===== src/rtl/pc_fetch_unit.sv =====
// Instruction fetch sequencer: one outstanding request, single-entry output hold, redirect drain.
// Optional misaligned-target trap enabled by defining FETCH_ALIGN_CHECK_EN.
module pc_fetch_unit #(
  parameter logic [63:0] RESET_PC = 64'h0
) (
  input  logic        CLK,
  input  logic        Reset,
  input  logic [63:0] NextPC,
  input  logic        Redirect,
  output logic        IMemReq,
  output logic [63:0] IMemAddr,
  input  logic        IMemAck,
  input  logic [31:0] IMemData,
  output logic        InstrValid,
  output logic [31:0] Instr,
  output logic [63:0] InstrPC,
  input  logic        InstrReady,
  output logic        FetchFault
);

  localparam logic [2:0] StStart = 3'd0;
  localparam logic [2:0] StFetch = 3'd1;
  localparam logic [2:0] StDrain = 3'd2;
  localparam logic [2:0] StHold  = 3'd3;
`ifdef FETCH_ALIGN_CHECK_EN
  localparam logic [2:0] StFault = 3'd4;
`endif

  logic [2:0]  state_q, state_d;
  logic [63:0] pc_q, pc_d;
  logic [63:0] pend_q, pend_d;
  logic [31:0] instr_q, instr_d;
  logic [63:0] instr_pc_q, instr_pc_d;
  logic        load_en;
  logic [63:0] load_tgt;

  always_comb begin
    state_d    = state_q;
    pc_d       = pc_q;
    pend_d     = pend_q;
    instr_d    = instr_q;
    instr_pc_d = instr_pc_q;
    load_en    = 1'b0;
    load_tgt   = NextPC;
    case (state_q)
      StStart: state_d = StFetch;
      StFetch: begin
        if (IMemAck) begin
          if (Redirect) begin
            load_en = 1'b1;
          end else begin
            instr_d    = IMemData;
            instr_pc_d = pc_q;
            pc_d       = pc_q + 64'd4;
            state_d    = StHold;
          end
        end else if (Redirect) begin
          pend_d  = NextPC;
          state_d = StDrain;
        end
      end
      StDrain: begin
        // The in-flight response is dropped; a same-cycle redirect beats the pending target.
        if (IMemAck) begin
          load_en  = 1'b1;
          load_tgt = Redirect ? NextPC : pend_q;
        end else if (Redirect) begin
          pend_d = NextPC;
        end
      end
      StHold: begin
        if (Redirect) begin
          load_en = 1'b1;
        end else if (InstrReady) begin
          state_d = StFetch;
        end
      end
`ifdef FETCH_ALIGN_CHECK_EN
      StFault: state_d = StFault;
`endif
      default: state_d = StStart;
    endcase

    if (load_en) begin
`ifdef FETCH_ALIGN_CHECK_EN
      if (load_tgt[1:0] != 2'b00) begin
        state_d = StFault;
      end else begin
        pc_d    = load_tgt;
        state_d = StFetch;
      end
`else
      pc_d    = load_tgt;
      state_d = StFetch;
`endif
    end
  end

  always_ff @(posedge CLK) begin
    if (Reset) begin
      state_q    <= StStart;
      pc_q       <= RESET_PC;
      pend_q     <= 64'h0;
      instr_q    <= 32'h0;
      instr_pc_q <= 64'h0;
    end else begin
      state_q    <= state_d;
      pc_q       <= pc_d;
      pend_q     <= pend_d;
      instr_q    <= instr_d;
      instr_pc_q <= instr_pc_d;
    end
  end

  assign IMemReq    = (state_q == StFetch) || (state_q == StDrain);
  assign IMemAddr   = pc_q;
  assign InstrValid = (state_q == StHold);
  assign Instr      = instr_q;
  assign InstrPC    = instr_pc_q;
`ifdef FETCH_ALIGN_CHECK_EN
  assign FetchFault = (state_q == StFault);
`else
  assign FetchFault = 1'b0;
`endif

endmodule


===== config.mk =====
export PLATFORM = sky130hd
export DESIGN_NAME = pc_fetch_unit
export DESIGN_NICKNAME = d
export VERILOG_FILES = /design/src/rtl/pc_fetch_unit.sv
export SDC_FILE = /design/constraint.sdc
export NUM_CORES = 1
export LEC_CHECK = 0
export ABC_AREA = 1
export CORE_ASPECT_RATIO = 2
export CORE_UTILIZATION = 32
export DETAILED_ROUTE_END_ITERATION = 6
export MAX_ROUTING_LAYER = met4
export PLACE_DENSITY = 0.61
export SETUP_SLACK_MARGIN = 0.4
export SLEW_MARGIN = 20
export SYNTH_ARGS = -nofsm -noshare
export SYNTH_HDL_FRONTEND = slang
export SYNTH_SLANG_ARGS = --single-unit

===== constraint.sdc =====
create_clock -name CLK -period 4 [get_ports CLK]
set_clock_uncertainty 0.2 [all_clocks]
set_input_delay 0.4 -clock CLK [delete_from_list [all_inputs] [get_ports CLK]]
set_output_delay 0.4 -clock CLK [all_outputs]
set_load 0.02 [all_outputs]

==> results.json, run 1 <==
{
  "p_leak_nw": 6.04,
  "initial_core_util_pct": 32.6,
  "antenna_found_initial": 0,
  "ctsHoldBuffers": 0,
  "setup_ws_ns": 1.09,
  "viasPerCell": 5.21,
  "area_growth_pct": 31.0,
  "min_period_ns": 2.91,
  "relSlewSlack_pct": 35.9,
  "hpwlAfterDp_mm": 34.0,
  "layout.nets": 2144,
  "tns_ns": 0,
  "grt-ovfl-total": 0,
  "maxCapViolCount": 0,
  "cts_buffers": 23,
  "synth_ff_type": "dfxtp_1",
  "worstPathMaxFanout": 45,
  "rsz0062_at_grt": "no",
  "clockBufferDepth": 3,
  "multi_input_area_sq_um": 6160,
  "core_area_sq_um": 35900,
  "highest_layer": "met4",
  "synth-edff-count": 0,
  "grt_use_total_pct": 25.3,
  "clk_latency_ns": 0.54,
  "powerDensity_nw_per_um2": 538,
  "fin_crit_sh_pct": 72.7,
  "drtPass1Iterations": 5,
  "dpl_worst_slack_ns": 0.876,
  "cp_num_buf_inv": 5,
  "critPathKind": "reg -> reg",
  "num_rows": 98,
  "postCtsSetupBuffers": 0,
  "cp_top_family": "buffers and inverters",
  "drv_slew": 0,
  "routed_wl_mm": 46.7,
  "worstPathCellList": "inv_1, ha_1, nand2_1, inv_1, nand2_1, nand2_1, nand2_2, inv_2, nand2_2, nand2_4, inv_2, buf_4, a21oi_1, a21oi_1",
  "ff_latch_area_sq_um": 4520,
  "setup_violations": 0,
  "critPathRequiredTime_ns": 4.27,
  "worst_slew_pin_slew_ns": 0.962,
  "end_kind": "register",
  "clkSlewWorstSetupHoldPaths_ns": 0.07,
  "syn_inst": 1848,
  "finalHoldViolCount": 0,
  "yosysMostFrequentCell": "nand2_1",
  "synth_async_sr_flop_share_pct": 0,
  "grt_first_pass_wirelength_mm": 70.4,
  "drive_gt1_share_pct": 3.65,
  "grt_start_max_net_pins": 118,
  "yosysSeqAreaShare_pct": 38.6,
  "antenna_cells": 0,
  "critPathArrivalTime_ns": 3.18,
  "worst_setup_path_start_kind": "register",
  "synth_area_sq_um": 11700,
  "synthesis.nets": 1955,
  "vias": 13042,
  "ios": 264,
  "wl_met3_mm": 2.71,
  "yosysTopAreaCellShare_pct": 38.6,
  "max_freq_ghz": 0.344,
  "place_congestion": 1.02,
  "yosys-top-cells-area": "dfxtp_1, nand2_1, o21ai_0",
  "die_x_um": 137,
  "dieArea_sq_um": 37400,
  "die_h_um": 273,
  "synthTopCellsByCount": "nand2_1, nor2_1, o21ai_0",
  "synth_area_per_cell_sq_um": 6.34,
  "peakVddDrop_mv": 0.369,
  "cp_common_cell": "nand2_1",
  "drc": 0,
  "ant_nets": 0,
  "final_util_pct": 42.7,
  "slowest_stage": "inv_2",
  "dr_wl_met2_mm": 22.9,
  "ys_warn_count": 0,
  "met1_length_mm": 18.1,
  "tritoncts": "built",
  "status": "finished, final reports clean",
  "min_path_type": "in -> reg",
  "drt_iter0_drc": 1148,
  "root_buffer": "clkbuf_16",
  "cts_resized": 0,
  "htreeDepth": 1,
  "numPortBuffers": 262,
  "crit_path_max_incr_delay_ns": 0.66,
  "ys_types": 29,
  "numClockSinks": 226,
  "fill_cells": 3726,
  "grt_pass1_vias": 12312,
  "routedWlPerCell_um": 18.6,
  "yosysTopAreaCell": "dfxtp_1",
  "postSynthRegisterBits": 226
}
[state kept, by name, indices dropped and copies added, names as in the netlist]
name      count
Instr        32
IMemAddr     64
state_q       2
InstrPC      64
pend_q       64
[worst min-delay path: stages]
cell,delay (ns)
buf_2,0.16
nand2_1,0.11
nand3_1,0.11
a21oi_1,0.07
[metal layers]
layer	up-vias	track usage (%)
met1	5994	29.5
met5	-	-
met4	0	15.2
li1	6406	-
met3	122	2.37
met2	520	41.6
[area by class of cell]
cell class	instances	share of cell area [%]
clock buffer	33	4.52
clock inverter	7	0.465
inverter	144	3.54
multi-input combinational	1364	40.2
sequential	226	29.5
tap	450	3.67
timing repair buffer	278	18.1
[cell families (layout without fill, tap and decap cells)]
family	count (synthesis)	after routing	synth area share (%)
flip-flops	226	226	38.6
buffers and inverters	258	462	8.87
AO/OA/AOI/OAI	559	559	24.3
multiplexers	1	1	0.0855
other	1	1	0.0320
adder cells (fa/ha/maj)	6	6	0.641
AND/OR/NAND/NOR	788	788	26.8
XOR/XNOR	9	9	0.673
[worst paths after layout]
kind	to	cells after the start	startpoint	slack, ns
worst max-delay path	IMemAddr[21]$_SDFFE_PP0P_	14	state_q[1]$_SDFFE_PP0P_	1.09
worst min register to register	pend_q[15]$_SDFFE_PP0P_	2	pend_q[15]$_SDFFE_PP0P_	0.31
worst min-delay path	state_q[1]$_SDFFE_PP0P_	4	Redirect	0.16
worst max register to register	IMemAddr[21]$_SDFFE_PP0P_	14	state_q[1]$_SDFFE_PP0P_	1.09
[report_power, final]
part / switching [mW] / total (mW) / internal [mW]
Clock: 0.979 / 2.25 / 1.27
Combinational: 1.68 / 2.73 / 1.05
Sequential: 0.492 / 3.27 / 2.78
[placed cells by master, fill, tap and decap left out, types with 7 or more instances in the layout]
master and instances:
xor2_1 8, inv_1 138, buf_4 13, a31oi_1 30
nor2_1 285, o21ai_0 268, o21ai_1 7, clkdlybuf4s50_1 261
clkbuf_8 8, dfxtp_1 226, a21oi_1 250, nand3_1 79
clkbuf_16 23, nand2_1 401
[stage by stage]
stage	std cells	instance area, sq um	hold slack, ns	total power [mW]
global placement	2462	14600	0.287	5.96
finish	2502	15300	0.161	8.25
CTS	2502	15300	0.138	8.28
detailed placement	2462	14600	0.297	6.02
floorplan	1848	11700	0.276	4.78
global route	2502	15300	0.181	8.72
Power figures use the tool's default switching activity.
==> run 2, diff against run 1 <==
--- a/config.mk
+++ b/config.mk
@@ -10,7 +10,7 @@
 export CORE_UTILIZATION = 32
 export DETAILED_ROUTE_END_ITERATION = 6
 export MAX_ROUTING_LAYER = met4
-export PLACE_DENSITY = 0.61
+export PLACE_DENSITY = 0.63
 export SETUP_SLACK_MARGIN = 0.4
 export SLEW_MARGIN = 20
 export SYNTH_ARGS = -nofsm -noshare
==> constraint.sdc (replaced) <==
create_clock -name CLK -period 2.6 [get_ports CLK]
set_clock_uncertainty 0.2 [all_clocks]
set_input_delay 0.26 -clock CLK [delete_from_list [all_inputs] [get_ports CLK]]
set_output_delay 0.26 -clock CLK [all_outputs]
set_load 0.02 [all_outputs]
==> results.json, run 2 (synthesis results as in run 1) <==
{
  "maxCapViolCount": 0,
  "final_cell_mix": "nand2_1, nor2_1, o21ai_0",
  "fin_crit_sh_pct": 84.4,
  "setup_violations": 0,
  "drive_gt1_share_pct": 10.4,
  "antenna_cells": 0,
  "multi_input_area_sq_um": 6350,
  "min_delay_path_depth": 3,
  "rsz0062_at_grt": "yes",
  "hold_start": "IMemData[5]",
  "dieArea_sq_um": 37400,
  "grt_pass1_vias": 12689,
  "min_period_ns": 2.19,
  "grt.busiest_layer": "met2",
  "worstPathMaxFanout": 6,
  "hpwlAfterDp_mm": 35.0,
  "final_common_cell": "nand2_1",
  "slowest_stage": "clkdlybuf4s50_1",
  "area_growth_pct": 41.6,
  "cp.depth": 1,
  "finalHoldViolCount": 0,
  "status": "finished, final reports clean",
  "numClockSinks": 226,
  "drc": 0,
  "drtPass1Iterations": 5,
  "ios": 264,
  "fill_cells": 3656,
  "holdWs_ns": 0.110,
  "routedWlPerCell_um": 19.2,
  "final_util_pct": 46.2,
  "core_area_sq_um": 35900,
  "layout.nets": 2213,
  "ant_nets": 0,
  "clkSlewWorstSetupHoldPaths_ns": 0.07,
  "worst_slew_pin_slew_ns": 0.680,
  "tritoncts": "built",
  "vias": 13410,
  "powerDensity_nw_per_um2": 840,
  "clk_latency_ns": 0.54,
  "final_area_sq_um": 16600,
  "critPathRequiredTime_ns": 2.14,
  "num_rows": 98,
  "antenna_found_initial": 0,
  "max_freq_ghz": 0.456,
  "end_kind": "primary output",
  "dpl-instance-area_sq_um": 15000,
  "power_mw": 13.9,
  "numPortBuffers": 262,
  "initial_core_util_pct": 32.6,
  "die_x_um": 137,
  "p_leak_nw": 6.67,
  "r2r-start": "state_q[0]$_SDFFE_PP0P_",
  "drt_iter0_drc": 1071,
  "critPathKind": "reg -> out",
  "cts_buffers": 23,
  "place_congestion": 0.955,
  "routed_wl_mm": 49.4,
  "grt_start_max_net_pins": 117,
  "tns_ns": 0,
  "cp_num_buf_inv": 1,
  "drv_slew": 0,
  "htreeDepth": 1,
  "reg2reg_depth": 10,
  "grt_use_met2_pct": 43.5,
  "grt.met3_usage_pct": 2.76,
  "critPathArrivalTime_ns": 1.73,
  "clockBufferDepth": 3,
  "worst_setup_path_start_kind": "register",
  "grt_first_pass_wirelength_mm": 72.2,
  "use_met1_pct": 29.6,
  "ff_latch_area_sq_um": 4560,
  "peakVddDrop_mv": 0.631,
  "critPathLaunch": "IMemAddr[52]$_SDFFE_PP0P_",
  "rrSetupSlack_ns": 0.47,
  "grt-ovfl-total": 0,
  "root_buffer": "clkbuf_16",
  "die_h_um": 273,
  "grt_use_total_pct": 26.1,
  "worstPathCellList": "clkdlybuf4s50_1",
  "viasPerCell": 5.21,
  "relSlewSlack_pct": 54.7,
  "cp_top_family": "buffers and inverters",
  "crit_path_max_incr_delay_ns": 0.72,
  "min_path_type": "in -> reg"
}
## run 2: cell types whose count changed in the layout (fill, tap and decap cells not counted), moves of 7 or more
cell             before  now
nor2_1              285  264
o21ai_0             268  257
clkdlybuf4s50_1     261  252
dfxtp_2               0   16
a21oi_1             250  235
o21ai_1               7   15
nor2_2                2   22
buf_4                13   54
a21oi_2               0   15
nand2_1             401  394
dfxtp_1             226  207
buf_12                3   17
## run 2: final timing paths
| check | to |
|---|---|
| hold / removal | Instr[5]$_SDFFE_PP0P_ |
| setup / recovery | IMemAddr[52] |
| hold reg to reg | pend_q[29]$_SDFFE_PP0P_ |
| setup reg to reg | IMemAddr[57]$_SDFFE_PP0P_ |
## run 2: where the power goes
group / total, mW / internal, mW / switching [mW] / leakage, nW
registers: 5.00 / 4.30 / 0.694 / 1.85
clock network: 3.97 / 2.46 / 1.51 / 0.437
logic: 4.96 / 2.04 / 2.92 / 4.38
## run 2: layout make-up
class / count / area share, %
timing repair buffer: 346 / 21.8
clock buffer: 30 / 3.93
tap: 450 / 3.40
timing repair inverter: 1 / 0.181
sequential: 226 / 27.5
clock inverter: 12 / 1.46
inverter: 144 / 3.49
multi-input combinational: 1364 / 38.3
## run 2: metrics by stage
step / instances / worst slack [ns]
2_1_floorplan: 1848 / 0.585
3_3_place_gp: 2512 / -0.0304
3_5_place_dp: 2512 / -0.0232
4_1_cts: 2560 / 0.377
5_1_grt: 2573 / 0.342
6_report: 2573 / 0.406
## run 2: tightest hold or removal path: cells and delay by family
family	cells	cell delay, ns
and+or+nand+nor	2	0.15
buffers and inverters	1	0.40
## run 2: metal layers
metal,up-vias,wire length [um]
met5,-,0
met4,0,3420
met3,142,2970
met2,526,24300
met1,6191,18800
li1,6551,-
## run 2: timing repair
item                                    in CTS  in global routing
setup buffers                                3                  7
pin swaps                                    3                  9
cloned                                       2                  6
endpoints found under the setup margin     107                129
hold endpoints to repair                     6                  0
hold buffers                                 1                  0
gates resized for setup                     42                 94
==> run 3, diff against run 2 <==
--- a/config.mk
+++ b/config.mk
@@ -10,7 +10,7 @@
 export CORE_UTILIZATION = 32
 export DETAILED_ROUTE_END_ITERATION = 6
 export MAX_ROUTING_LAYER = met4
-export PLACE_DENSITY = 0.63
+export PLACE_DENSITY = 0.61
 export SETUP_SLACK_MARGIN = 0.4
 export SLEW_MARGIN = 20
 export SYNTH_ARGS = -nofsm -noshare
==> constraint.sdc (replaced) <==
create_clock -name CLK -period 2.1 [get_ports CLK]
set_clock_uncertainty 0.2 [all_clocks]
set_input_delay 0.21 -clock CLK [delete_from_list [all_inputs] [get_ports CLK]]
set_output_delay 0.21 -clock CLK [all_outputs]
set_load 0.02 [all_outputs]
==> results.json, run 3 (synthesis results as in run 1) <==
{
  "tns_ns": 0,
  "core_area_sq_um": 35900,
  "power_mw": 19.9,
  "grt_start_max_net_pins": 61,
  "initial_core_util_pct": 32.6,
  "rrSetupSlack_ns": 0.04,
  "htreeDepth": 1,
  "drc": 0,
  "area_growth_pct": 71.0,
  "grt-ovfl-total": 0,
  "clockBufferDepth": 3,
  "ios": 264,
  "viasPerCell": 5.22,
  "dpl-instance-area_sq_um": 16600,
  "antenna_cells": 0,
  "numPortBuffers": 262,
  "worstPathMaxFanout": 7,
  "drive_gt1_share_pct": 30.2,
  "ant_nets": 0,
  "drtPass1Iterations": 5,
  "finalHoldViolCount": 0,
  "min_delay_path_depth": 3,
  "critPathRequiredTime_ns": 2.32,
  "hold_end": "Instr[8]$_SDFFE_PP0P_",
  "end_kind": "register",
  "final_cell_mix": "nand2_1, nor2_1, buf_4",
  "hpwlAfterDp_mm": 38.2,
  "critPathKind": "reg -> reg",
  "clk_latency_ns": 0.55,
  "setup_violations": 0,
  "maxCapViolCount": 0,
  "min_path_type": "in -> reg",
  "layout.nets": 2432,
  "num_rows": 98,
  "clkSlewWorstSetupHoldPaths_ns": 0.07,
  "routedWlPerCell_um": 20.3,
  "final_common_cell": "nand2_1",
  "min_period_ns": 2.06,
  "final_util_pct": 55.7,
  "critPathArrivalTime_ns": 2.28,
  "tritoncts": "built",
  "worst_setup_path_start_kind": "register",
  "grt_use_total_pct": 28.3,
  "root_buffer": "clkbuf_16",
  "vias": 14585,
  "die_h_um": 273,
  "grt_first_pass_wirelength_mm": 78.3,
  "p_leak_nw": 9.07,
  "final_area_sq_um": 20000,
  "numClockSinks": 226,
  "rsz0062_at_grt": "yes",
  "peakVddDrop_mv": 0.580,
  "r2r-start": "state_q[1]$_SDFFE_PP0P_",
  "die_x_um": 137,
  "routed_wl_mm": 56.7,
  "powerDensity_nw_per_um2": 994,
  "drv_slew": 0,
  "grt_pass1_vias": 13781,
  "fin_crit_sh_pct": 98.2,
  "reg2reg_depth": 11,
  "fin_cells": 2793,
  "dp_cells": 2665,
  "place_congestion": 0.943,
  "drt_iter0_drc": 840,
  "status": "finished, final reports clean",
  "timing.rr.end": "pend_q[37]$_SDFFE_PP0P_",
  "cts_buffers": 24,
  "dieArea_sq_um": 37400,
  "hold_start": "IMemData[8]",
  "max_freq_ghz": 0.485,
  "antenna_found_initial": 0
}
-- run 3: per-layer routing --
layer  global-route usage [%]  vias to the layer above  share of wire, %
met5                        -                        -                 0
met2                     48.8                      562                51
li1                         -                     7013                 -
met1                     31.9                     6826                37
met4                     15.3                        0               7.2
met3                     2.10                      184               4.6
-- run 3: critical path, cell delays in order, from the launching register on --
cell	delay, ns
dfxtp_4	0.40
inv_4	0.05
buf_6	0.12
ha_4	0.28
inv_4	0.04
nor2_4	0.13
buf_12	0.13
buf_12	0.15
buf_8	0.12
buf_12	0.12
buf_16	0.13
a21oi_2	0.06
-- run 3: area by class of cell --
cell class,instances,area [sq um]
Timing Repair inverter,2,31.3
Tap cell,450,563
Clock buffer,33,714
Fill cell,3362,15900
Clock inverter,11,104
Sequential cell,226,4600
Timing Repair Buffer,562,6040
Inverter,144,583
Multi-Input combinational cell,1365,7380
-- run 3: timing repair --
action | 4_1_cts | 5_1_grt
gates cloned | 11 | 27
endpoints found under the setup margin | 379 | 328
pin swaps | 16 | 66
hold endpoints to repair | 3 | 0
gates resized for setup | 379 | 403
setup buffers | 20 | 25
hold buffers | 1 | 0
-- run 3: worst max path at each step --
stage                            startpoint                   endpoint  slack (ns)  depth (start not counted)
finish              state_q[1]$_SDFFE_PP0P_    pend_q[37]$_SDFFE_PP0P_        0.04                         11
global route        state_q[0]$_SDFFE_PP0P_  IMemAddr[10]$_SDFFE_PP0P_       -0.04                         13
CTS                 state_q[0]$_SDFFE_PP0P_  IMemAddr[43]$_SDFFE_PP0P_        0.06                         10
detailed placement                  IMemAck  IMemAddr[52]$_SDFFE_PP0P_       -0.17                         10
global placement                    IMemAck  IMemAddr[24]$_SDFFE_PP0P_       -0.16                         10
floorplan           state_q[0]$_SDFFE_PP0P_  IMemAddr[34]$_SDFFE_PP0P_        0.32                         14
-- run 3: power by group --
part	internal, mW	switching, mW
Clock	2.52	1.96
Combinational	4.31	4.90
Sequential	5.36	0.842
Total	12.2	7.70
-- run 3: stage by stage --
step	setup WS, ns	hold WS [ns]
floorplan	0.324	0.145
global placement	-0.164	0.286
detailed placement	-0.174	0.293
CTS	0.0650	0.0193
global route	-0.0360	0.0491
finish	0.0379	0.0428
